==> src/rtl/std_fifo_core.sv <==
// Single-clock FIFO with registered read port, occupancy count and watermark flags.
// Define STD_FIFO_CHECK_EN to compile simulation-only overflow/underflow checks.
module std_fifo_core #(
    parameter int WIDTH              = 32,
    parameter int DEPTH              = 32,
    parameter int ALMOST_FULL_COUNT  = 4,
    parameter int ALMOST_EMPTY_COUNT = 4
) (
    input  logic                       rst,
    input  logic                       clk,
    input  logic                       push,
    input  logic                       pop,
    input  logic [WIDTH-1:0]           d,
    output logic [WIDTH-1:0]           q,
    output logic                       full,
    output logic                       empty,
    output logic [$clog2(DEPTH):0]     count,
    output logic                       almost_empty,
    output logic                       almost_full
);

    localparam int AW = $clog2(DEPTH);
    localparam int CW = AW + 1;

    logic [WIDTH-1:0] mem_q [DEPTH];
    logic [AW-1:0]    wr_ptr_q, wr_ptr_d;
    logic [AW-1:0]    rd_ptr_q, rd_ptr_d;
    logic [CW-1:0]    count_q, count_d;
    logic [WIDTH-1:0] q_q, q_d;
    logic             push_eff;
    logic             pop_eff;

    // A push on a full FIFO is allowed only when a pop frees the head slot in the same cycle.
    assign push_eff = push && (!full || pop);
    assign pop_eff  = pop && !empty;

    always_comb begin
        wr_ptr_d = wr_ptr_q;
        rd_ptr_d = rd_ptr_q;
        q_d      = q_q;
        count_d  = count_q + CW'(push_eff) - CW'(pop_eff);
        if (push_eff) begin
            wr_ptr_d = wr_ptr_q + AW'(1);
        end
        if (pop_eff) begin
            rd_ptr_d = rd_ptr_q + AW'(1);
            q_d      = mem_q[rd_ptr_q];
        end
    end

    always_ff @(posedge clk or negedge rst) begin
        if (!rst) begin
            wr_ptr_q <= '0;
            rd_ptr_q <= '0;
            count_q  <= '0;
            q_q      <= '0;
        end else begin
            wr_ptr_q <= wr_ptr_d;
            rd_ptr_q <= rd_ptr_d;
            count_q  <= count_d;
            q_q      <= q_d;
        end
    end

    // Storage is deliberately not reset; the read of a full-FIFO head precedes its overwrite.
    always_ff @(posedge clk) begin
        if (push_eff) begin
            mem_q[wr_ptr_q] <= d;
        end
    end

    assign q            = q_q;
    assign count        = count_q;
    assign full         = (count_q == CW'(DEPTH));
    assign empty        = (count_q == '0);
    assign almost_empty = (int'(count_q) <= ALMOST_EMPTY_COUNT);
    assign almost_full  = (int'(count_q) >= DEPTH - ALMOST_FULL_COUNT);

`ifdef STD_FIFO_CHECK_EN
    always @(posedge clk) begin
        if (rst) begin
            if (push && full && !pop)
                $error("%0t %m: push while full ignored", $time);
            if (pop && empty)
                $error("%0t %m: pop while empty ignored", $time);
            if (int'(count_d) > DEPTH)
                $fatal(1, "%0t %m: occupancy exceeds DEPTH", $time);
        end
    end
`else
    // Illegal operations are silently ignored in this build.
`endif

endmodule

==> config.mk <==
export PLATFORM = sky130hd
export DESIGN_NAME = std_fifo_core
export DESIGN_NICKNAME = d
export VERILOG_FILES = /design/src/rtl/std_fifo_core.sv
export SDC_FILE = /design/constraint.sdc
export NUM_CORES = 1
export LEC_CHECK = 0
export ABC_AREA = 1
export BUFFER_PORTS_ARGS = -buffer_cell sky130_fd_sc_hd__buf_2
export CAP_MARGIN = 20
export CORE_MARGIN = 2
export CORE_UTILIZATION = 35
export CTS_CLUSTER_DIAMETER = 30
export CTS_CLUSTER_SIZE = 20
export DETAILED_ROUTE_END_ITERATION = 6
export REMOVE_ABC_BUFFERS = 1
export SLEW_MARGIN = 20
export SYNTH_ARGS = -nofsm -noshare
export SYNTH_HDL_FRONTEND = slang
export SYNTH_SLANG_ARGS = --single-unit
==> constraint.sdc <==
create_clock -name clk -period 4.75 [get_ports clk]
set_input_delay 0.475 -clock clk [delete_from_list [all_inputs] [get_ports clk]]
set_output_delay 0.475 -clock clk [all_outputs]
set_load 0.02 [all_outputs]
Yosys cells after proc, flatten, opt, wreduce, memory -nomap -nowiden:

Memories as Yosys holds them, arrays and structs flattened. A register that Yosys moved wholly into a read port is not among the register bits.
Cells that the tools add are included.

* register bits after elaboration: 16
* word-level logic and storage cells: 20
* memory bits (writable): 1024
* memories kept: 1

Memories
* mem_q: depth 32, bits a word 32, rd ports 1, clocked after Yosys merged registers in 1, write ports 1, RTL line 25 `logic [WIDTH-1:0] mem_q [DEPTH];`

* magnitude comparators: 2
* multiplexer cells: 2
* add/subtract/negate cells: 4
* eq/ne operators: 1
* reduce and logical (&&, ||, !) cells: 7

Operator list (count)
* $add A5 B1 Y5 const B: 2
* $add A6 B1 Y6: 1
* $eq A6 B6 Y1 const B: 1
* $ge A6 B5 Y1 const B: 1
* $le A6 B3 Y1 const B: 1
* $logic_not A6 Y1: 1
* $sub A6 B1 Y6: 1
* $logic_not A1 Y1: 3
* $logic_and A1 B1 Y1: 2
* $mux W1: 2
* $logic_or A1 B1 Y1: 1

Depth between registers and ports, before layout:

* depth in word-level cells: 6
* gate-level depth with buffers: 15
* gate-level depth less buffers: 14

Least setup slack after synthesis:

OpenSTA, ideal clock, no wires.

* path type: register to register
* from: register count_q[2], in the netlist count[2]
* to: memory mem_q[31][0] (enable)
* setup time: 0.461 ns
* setup slack: 0.726 ns
* cell stages (with the launch flop): 9
* buffers on the path: 1
* data arrival time: 3.563 ns
* cell sequence: dfrtp_1 > inv_1 > ha_1 > nand4_1 > nand2_1 > inv_1 > nand2_1 > buf_2 > nor3_1

* longest elaborated chain between the ends: 6

RTL lines
* start, declared: RTL line 28 `logic [CW-1:0] count_q, count_d;`
* start signal, assigned: RTL line 60 `count_q <= count_d;`
* $eq A6 B6 Y1: RTL line 74 `assign full = (count_q == CW'(DEPTH));`
* $logic_not A1 Y1: RTL line 34 `assign push_eff = push && (!full || pop);`
* $logic_or A1 B1 Y1: RTL line 34
* $logic_and A1 B1 Y1: RTL line 34
* $mux W1: RTL line 67 `if (push_eff) begin`
* $mux W1 (implied by the code): RTL line 68 `mem_q[wr_ptr_q] <= d;`
* end, declared: RTL line 25

Every way passes these cells.

Worst setup path after layout:

* from: register count_q[2], in the netlist count[2]
* to: memory mem_q[6][15] (enable)

Same word-level chain as after synthesis.

==> flow_summary.rst <==
.. list-table::
   :header-rows: 1

   * - Metric
     - Value
   * - Gate count after technology mapping
     - ~4,100
   * - Crit. End Element
     - flip-flop
   * - Cells resized by post-CTS repair
     - 0
   * - IR drop worst, VDD
     - roughly 560 uV
   * - Final number of setup-violating endpoints
     - 0
   * - Yosys Warn Count
     - 0
   * - DPL Wire Length
     - between 60 and 70 mm
   * - Unrepaired setup endpoints after global routing
     - false
   * - Grt total ovfl
     - 0
   * - Die width
     - 362 um
   * - FMAX
     - ~0.3 GHz
   * - Cell types with the largest area share after synthesis
     - sky130_fd_sc_hd__edfxtp_1 (68%), sky130_fd_sc_hd__nand2_1 (12%), sky130_fd_sc_hd__nand3_1 (6.9%), sky130_fd_sc_hd__inv_1 (3.7%), sky130_fd_sc_hd__dfrtp_1 (2.7%)
   * - Effective utilization at floorplan
     - 0.352
   * - Post-DR vias/cell
     - roughly 5
   * - Actual transition at the worst max-transition pin
     - about 1100 ps
   * - Status
     - complete, no violations
   * - Hold/Removal Path Class
     - in2reg
   * - Setup tns final
     - 0 ps
   * - Number of H-tree levels
     - 4
   * - PD cells
     - 656 nW/um^2
   * - Final core utilization
     - 0.425
   * - Power after layout
     - around 0.036 W
   * - Post-synth top area share
     - 0.685
   * - DRT Wirelength
     - 124 mm
   * - Number of filler instances in the final layout
     - ~12,000
   * - Rel. slew slack
     - 0.285
   * - Setup Buffers After CTS
     - 0
   * - Clock Pin Slew Worst Setup and Hold Paths
     - approximately 50 ps
   * - Sequential cell area fraction in the yosys report
     - 0.712
   * - Antenna violations before repair
     - 6
   * - Final Hold Violating Endpoints
     - 0
   * - DRC errors left
     - 0
   * - Number of top-level design ports
     - between 70 and 80
   * - Pin count of the biggest net entering global routing
     - ~260
   * - Bufs on Longest Clock Path
     - 3
   * - Vias in the first global route
     - between 20,000 and 30,000
   * - Worst path arrival time
     - around 3800 ps
   * - Netlist area before placement
     - 44,900 sq um
   * - WL/cell
     - 20.4 um
   * - Clock tree sinks
     - 1,072
   * - First-pass GRT wire length
     - about 190 mm
   * - Final weighted congestion in routability-driven placement
     - about 0.8
   * - Nets
     - about 4,300
   * - Number of max-slew violations in the final report
     - 0
   * - Leading cell type in the layout, fill and taps excluded
     - sky130_fd_sc_hd__nand2_1
   * - Count of placed standard cells in the final layout, fillers left out
     - around 6,000
   * - Num CTS Buffers
     - between 150 and 200
   * - Min cycle time layout
     - approximately 3300 ps
   * - Latest clock arrival within the worst-skew pair
     - ~780 ps
   * - Overall die area
     - about 130,000 sq um
   * - Layout overhead on the synthesized area
     - 20.6%
   * - Floorplan row count
     - ~130
   * - Skew final
     - 23.1 ps
   * - Root Driver
     - sky130_fd_sc_hd__clkbuf_16
   * - Count of routing violations after the opening detailed-route iteration
     - a little under 3,000
   * - Die height
     - around 360 um
   * - Area inside the core boundary
     - between 100,000 and 150,000 sq um
   * - WHS
     - between 200 and 250 ps
   * - Data required time at the worst endpoint
     - between 5000 and 6000 ps
   * - Number of instances in the placed design
     - between 5,000 and 6,000
   * - Reported leakage power
     - ~22 nW
   * - Via count
     - 30,100
   * - TritonCTS clock tree
     - done
   * - Most used cells in the layout excluding fill and tap cells
     - sky130_fd_sc_hd__nand2_1 (1,427), sky130_fd_sc_hd__edfxtp_1 (1,024), sky130_fd_sc_hd__nand3_1 (618)
   * - DRT antenna net count
     - 0
   * - Mean post-synth cell area
     - around 11 sq um
   * - Highest fanout seen on the critical path
     - 21
   * - Synthesized flop and latch total
     - roughly 1,100
   * - Fraction of layout instances using a drive strength above 1
     - 0.116
   * - Library cells used by synthesis
     - 22
   * - PortBufs
     - 77
   * - Maximum capacitance violations
     - 0
   * - Post-synth top area cell
     - sky130_fd_sc_hd__edfxtp_1
   * - WS Path Type
     - reg2reg
   * - Number of detailed-routing iterations run before antenna repair
     - 6
   * - Element type at the critical path start
     - flip-flop
   * - Final Cycle Share
     - 0.698
   * - Overall fraction of global-route tracks in use
     - 0.188
[registers in the layout, summed over array words and instances, names as in the netlist]
register  flops
count         6
mem_q      1024
q            32
rd_ptr_q      5
wr_ptr_q      5
[final timing paths]
| kind | start | end | slack [ps] | cells after the start |
|---|---|---|---|---|
| hold / removal | d[29] | mem_q[23][29] | 240 | 1 |
| hold reg to reg | q[3] | q[3] | 470 | 2 |
| setup reg to reg | count[2] | mem_q[6][15] | 1440 | 8 |
| setup / recovery | count[2] | mem_q[6][15] | 1440 | 8 |
| min in group asynchronous | rst | q[18] | 300 | 2 |
| max in group asynchronous | rst | rd_ptr_q[1] | 3780 | 2 |
[logic make-up after synthesis]
logic type | share of synthesized area
simple gates | 0.208
flops | 0.712
buf+inv | 0.0613
compound gates | 0.0117
fa+ha+maj | 0.00546
xor+xnor | 0.00215
[worst max-delay path: stages, from the launching register on]
cell	delay, ps
sky130_fd_sc_hd__dfrtp_1	400
sky130_fd_sc_hd__inv_1	100
sky130_fd_sc_hd__ha_1	230
sky130_fd_sc_hd__nand4_1	90
sky130_fd_sc_hd__nand2_1	230
sky130_fd_sc_hd__inv_1	240
sky130_fd_sc_hd__nand2_1	450
sky130_fd_sc_hd__nor2_4	840
sky130_fd_sc_hd__buf_4	390
[layer usage]
metal	routed length, um	vias up	global-route usage
met3	9300	213	0.0374
met5	48	-	0
met4	3260	8	0.0644
met2	59600	1134	0.309
li1	-	14100	-
met1	52100	14600	0.250
[cell type report]
class	instances	area, sq um	area share
Sequential cell	1072	32000	0.590
Multi-Input combinational cell	2413	10400	0.193
Clock buffer	219	5030	0.0929
Tap cell	1662	2080	0.0384
Clock inverter	140	1740	0.0321
Inverter	443	1690	0.0312
Timing Repair Buffer	153	1180	0.0219
Antenna cell	3	7.51	0.000139
[Yosys cell counts]
| cell type | n |
|---|---|
| sky130_fd_sc_hd__a21oi_1 | 67 |
| sky130_fd_sc_hd__and3_1 | 1 |
| sky130_fd_sc_hd__buf_1 | 22 |
| sky130_fd_sc_hd__buf_2 | 108 |
| sky130_fd_sc_hd__buf_4 | 11 |
| sky130_fd_sc_hd__buf_6 | 12 |
| sky130_fd_sc_hd__clkbuf_1 | 66 |
| sky130_fd_sc_hd__dfrtp_1 | 48 |
| sky130_fd_sc_hd__edfxtp_1 | 1024 |
| sky130_fd_sc_hd__fa_1 | 1 |
| sky130_fd_sc_hd__ha_1 | 18 |
| sky130_fd_sc_hd__inv_1 | 439 |
| sky130_fd_sc_hd__inv_2 | 3 |
| sky130_fd_sc_hd__inv_4 | 1 |
| sky130_fd_sc_hd__nand2_1 | 1429 |
| sky130_fd_sc_hd__nand3_1 | 618 |
| sky130_fd_sc_hd__nand4_1 | 2 |
| sky130_fd_sc_hd__nor2_1 | 227 |
| sky130_fd_sc_hd__nor3_1 | 1 |
| sky130_fd_sc_hd__o21ai_0 | 38 |
| sky130_fd_sc_hd__xnor2_1 | 1 |
| sky130_fd_sc_hd__xor2_1 | 10 |
[repair_timing]
item,in CTS,in global routing
hold buffers,1,0
hold endpoints to repair,48,0
setup endpoints to repair,0,0
[power by group]
| group | internal, W | switching (W) | leakage (nW) |
|---|---|---|---|
| clock network | 0.00940 | 0.00474 | 3.26 |
| registers | 0.0111 | 0.000607 | 9.80 |
| logic | 0.00265 | 0.00700 | 8.61 |
| total | 0.0232 | 0.0124 | 21.7 |
[per-stage QoR]
step	cell area [sq um]	setup WS (ps)
floorplan	43800	-12170
finish	54100	1440
global placement	47200	1460
CTS	54100	1400
global route	54100	1260
detailed placement	47300	1410
(Power assumes the default switching activity.)
